$ cat src/rtl/cxapbasyncbridge_cdc_corrupt_mc.sv
// Multi-channel CDC corruption injector: after a data change on a channel,
// q is inverted, held stale or randomised for a window of DEPTH extra cycles.
module cxapbasyncbridge_cdc_corrupt_mc #(
  parameter int          WIDTH = 8,
  parameter int          NCHAN = 4,
  parameter int          DEPTH = 2,
  parameter logic [31:0] SEED  = 32'hACE1_2468
) (
  input  logic                   clk,
  input  logic                   reset,
  input  logic                   enable,
  input  logic [1:0]             mode,
  input  logic [NCHAN-1:0]       sync,
  input  logic [NCHAN*WIDTH-1:0] d,
  output logic [NCHAN*WIDTH-1:0] q,
  output logic [NCHAN-1:0]       active,
  output logic [15:0]            evt_count
);

  localparam logic [7:0]  DEPTH8 = 8'(DEPTH);
  localparam logic [31:0] TAPS   = 32'h8020_0003;

  logic [NCHAN-1:0][WIDTH-1:0] d_prev_q;
  logic [NCHAN-1:0][WIDTH-1:0] held_q, held_d;
  logic [NCHAN-1:0][7:0]       cnt_q, cnt_d;
  logic                        primed_q;
  logic [31:0]                 lfsr_q, lfsr_d;
  logic [15:0]                 evt_q, evt_d;
  logic [NCHAN-1:0]            trig;
  logic                        corrupt_en;

  assign corrupt_en = enable & (mode != 2'd0);

  always_comb begin
    logic [WIDTH-1:0] dc;
    logic [WIDTH-1:0] pc;
    logic [WIDTH-1:0] rnd;
    trig   = '0;
    active = '0;
    q      = d;
    cnt_d  = cnt_q;
    held_d = held_q;
    dc     = '0;
    pc     = '0;
    rnd    = '0;
    for (int c = 0; c < NCHAN; c++) begin
      dc  = d[c*WIDTH +: WIDTH];
      pc  = d_prev_q[c];
      rnd = WIDTH'((lfsr_q << c) | (lfsr_q >> (32 - c)));
      trig[c] = (dc != pc) & primed_q & ~reset
              & corrupt_en & ~sync[c];
      active[c] = trig[c] | (cnt_q[c] != 8'd0);
      if (trig[c])
        cnt_d[c] = DEPTH8;
      else if (cnt_q[c] != 8'd0)
        cnt_d[c] = cnt_q[c] - 8'd1;
      // only a window-opening trigger snapshots the stale value
      if (trig[c] && cnt_q[c] == 8'd0)
        held_d[c] = pc;
      if (active[c] & corrupt_en & ~sync[c]) begin
        case (mode)
          2'd1:    q[c*WIDTH +: WIDTH] = ~dc;
          2'd2:    q[c*WIDTH +: WIDTH] =
                     (cnt_q[c] == 8'd0) ? pc : held_q[c];
          default: q[c*WIDTH +: WIDTH] = rnd;
        endcase
      end
    end
  end

  assign lfsr_d = {1'b0, lfsr_q[31:1]}
                ^ (lfsr_q[0] ? TAPS : 32'd0);

  assign evt_d = (|trig && evt_q != 16'hFFFF)
               ? evt_q + 16'd1 : evt_q;

  always_ff @(posedge clk) begin
    if (reset) begin
      d_prev_q <= '0;
      held_q   <= '0;
      cnt_q    <= '0;
      primed_q <= 1'b0;
      lfsr_q   <= SEED;
      evt_q    <= '0;
    end else begin
      d_prev_q <= d;
      held_q   <= held_d;
      cnt_q    <= cnt_d;
      primed_q <= 1'b1;
      lfsr_q   <= lfsr_d;
      evt_q    <= evt_d;
    end
  end

  assign evt_count = evt_q;

endmodule

$ cat config.mk
export PLATFORM = sky130hd
export DESIGN_NAME = cxapbasyncbridge_cdc_corrupt_mc
export DESIGN_NICKNAME = d
export VERILOG_FILES = /design/src/rtl/cxapbasyncbridge_cdc_corrupt_mc.sv
export SDC_FILE = /design/constraint.sdc
export NUM_CORES = 1
export LEC_CHECK = 0
export ABC_CLOCK_PERIOD_IN_PS = 4950
export BUFFER_PORTS_ARGS = -buffer_cell sky130_fd_sc_hd__buf_2
export CAP_MARGIN = 10
export CORE_UTILIZATION = 60
export CTS_CLUSTER_SIZE = 10
export DETAILED_ROUTE_END_ITERATION = 7
export PLACE_DENSITY = 0.83
export SLEW_MARGIN = 20
export SYNTH_ARGS = -nofsm -noshare
export SYNTH_HDL_FRONTEND = slang
export SYNTH_SLANG_ARGS = --single-unit
$ cat constraint.sdc
create_clock -name clk -period 4.95 [get_ports clk]
set_clock_uncertainty 0.1 [all_clocks]
set_input_delay 0.7425 -clock clk [delete_from_list [all_inputs] [get_ports clk]]
set_output_delay 0.7425 -clock clk [all_outputs]
set_load 0.02 [all_outputs]
==> flow_summary.yaml <==
yosys:
  syn_inst: 761
  ys.warnings.count: 0
  ys_seq_area_share_pct: 42.1
  syn_nets: 814
  synth_area_leader_cell: "dfxtp_1"
  synthTopCellsByArea: "dfxtp_1 42%, mux2i_1 9.1%, xnor2_1 7.6%"
  netlist_area_sq_um: 6900
  synth_cell_types: 41
  syn-mean-instance-area_sq_um: 9.06
  netlist.area_leader.share_pct: 42.1
  synth_seq_cells: 145
sta:
  finalSetupViolCount: 0
  maxSlewViolCount: 0
  period_minus_slack_ps: 4080
  tns_ps: 0
  fin_crit_sh_pct: 82.5
  slew_headroom_pct: 27.2
  max_slew.worst_pin.slew_ps: 1090
  max_freq_mhz: 245
  hold_violations: 0
  rsz0062_at_grt: "false"
hold_path:
  holdPathStages: 1
  whs_endpoint: "lfsr_q[22]"
  hp-start: "lfsr_q[23]"
  hold_class: "reg2reg"
route:
  drcViolationCount: 0
  wire_per_inst_um: 16.9
  drt-initial-drc-count: 398
  routed_wirelength_mm: 16.8
  vias: 5759
  drtPass1Iterations: 5
  via_per_inst: 5.80
  drtAntennaViolNets: 0
setup_path:
  reg2reg_slack_ps: 2080
  crit_path_max_fanout: 16
  path_class: "in2out"
  critPathRequiredTime_ps: 4110
  r2r-start: "cnt_q[10]"
  reg2reg_to: "held_q[12]"
  end_kind: "primary output"
  r2r.worst_path.cells: 6
  critPathLaunchType: "input pin"
  cp.arrival_ps: 3240
global_routing:
  antenna_found_initial: 2
  grt_pass1_wl_mm: 26.7
  gr-total-overflow: 0
  grt_use_total_pct: 29.5
  grt_max_degree: 120
  grt_pass1_vias: 5566
power_and_ir_drop:
  power_density_nw_per_um2: 549
  leakagePower_nw: 3.68
  ir_worst_vdd_mv: 0.330
layout:
  drive_above_1_share_pct: 19.9
  nNetsFinal: 891
  final_util_pct: 72.9
  fillers: 790
  mostFrequentLayoutCell: "dfxtp_1"
  syn2layout_area_growth_pct: 16.7
  most-common-layout-cells: "145 x dfxtp_1, 113 x nor2_1, 91 x buf_2, 63 x mux2i_1, 60 x xnor2_1"
clock_tree:
  clkSinkCount: 145
  cts_buffers: 17
  path_clk_slew_ps: 60
  cts-resized-gates: 0
  post_cts_buffers: 0
  clock_path_buffers: 2
  clk_latency_ps: 420
  cts_tree: "done"
  cts_root_buffer: "clkbuf_16"
  postCtsHoldBufs: 0
  h-tree-depth: 4
floorplan:
  core_region_area_sq_um: 11000
  die_y_um: 109
  start_util_pct: 62.5
  io_pins: 93
  rows: 38
  die_w_um: 109
  die_area_sq_um: 11900
flow_run:
  cap_violations: 0
placed_design:
  dp_hpwl_mm: 11.4
  place_congestion: 0.898
  io_buffers: 92
run_status:
  status: "complete, no violations"
==> registers in the layout, indices dropped and copies added (netlist names) <==
signal,count
cnt_q,32
d_prev_q,32
held_q,32
lfsr_q,32
evt_count,16
primed_q,1
==> stage by stage <==
step	hold WS, ps	std cells	setup WS, ps	total power, mW	instance area, sq um
after detailed placement	296	959	921	2.97	7360
after global placement	293	959	1070	2.89	7360
after global routing	327	993	563	4.64	8040
after floorplan	289	761	1660	2.72	6900
final	308	993	866	4.42	8040
after CTS	312	991	910	4.41	8040
==> worst max path at each step <==
stage / end / cells after the start / startpoint
after floorplan: q[21] / 9 / mode[0]
after global placement: q[16] / 10 / mode[0]
after detailed placement: q[16] / 10 / mode[0]
after CTS: q[16] / 10 / mode[0]
after global routing: q[15] / 8 / cnt_q[8]
final: q[16] / 10 / mode[0]
==> synth_stat cells <==
library cell	instances
a31o_2	1
a21boi_1	23
nor2b_1	50
o22ai_1	32
xor2_1	4
nand3_1	9
clkinv_1	1
nor4b_1	5
nand4bb_1	1
or4b_1	1
a21boi_0	2
nor3b_1	1
or2_2	13
nor3_1	5
a211oi_2	4
buf_2	13
nand2_1	21
nor2_1	113
or4_4	4
nand4_1	17
o21ai_1	4
or4b_4	3
a31oi_1	2
a41oi_1	1
clkbuf_1	20
a311oi_1	1
a21oi_1	37
and3_1	8
inv_1	28
buf_1	1
xnor2_1	60
nand2b_1	12
dfxtp_1	145
ha_1	12
mux2_2	13
buf_6	7
o21ai_0	17
and4_1	2
mux2i_1	63
and2_1	1
nor4_1	4
==> critical path: stages <==
cell and delay, ps:
buf_2 90, inv_1 50, ha_1 220, nand4bb_1 330, nor2_1 150, o21ai_1 210, a211oi_2 850, o21ai_0 230
o22ai_1 160, buf_2 190
==> report_power, final <==
group          leakage, nW  switching [mW]  internal (mW)  total [mW]
logic                 2.15           0.841          0.663        1.50
clock network        0.332           0.482          0.958        1.44
registers             1.19           0.144           1.33        1.47
==> area by class of cell <==
cell class,instances,area (sq um),share of cell area (%)
clock buffer,22,494,6.14
inverter,29,109,1.35
clock inverter,10,178,2.21
tap,140,175,2.18
multi-input combinational,546,3660,45.5
antenna,2,5.00,0.0622
sequential,145,2900,36.1
timing repair buffer,99,519,6.46
==> per-layer routing <==
layer | vias to the layer above | track usage [%] | part of all wire [%]
li1 | 2753 | - | -
met1 | 2709 | 35.4 | 42
met2 | 251 | 49.4 | 49
met3 | 46 | 6.69 | 5.8
met4 | 0 | 15.0 | 3.0
met5 | - | 0 | 0
==> logic make-up (layout without fill, tap and decap cells) <==
kind of cell	count (synthesis)	after routing	share of synthesized area (%)
flip-flops	145	145	42.1
buffers and inverters	70	160	4.81
XOR/XNOR	64	64	8.13
adder cells (fa/ha/maj)	12	12	2.18
AO/OA/AOI/OAI	124	124	11.1
multiplexers	76	76	11.3
other	0	2	0
AND/OR/NAND/NOR	270	270	20.4
Power figures use the tool's default switching activity.
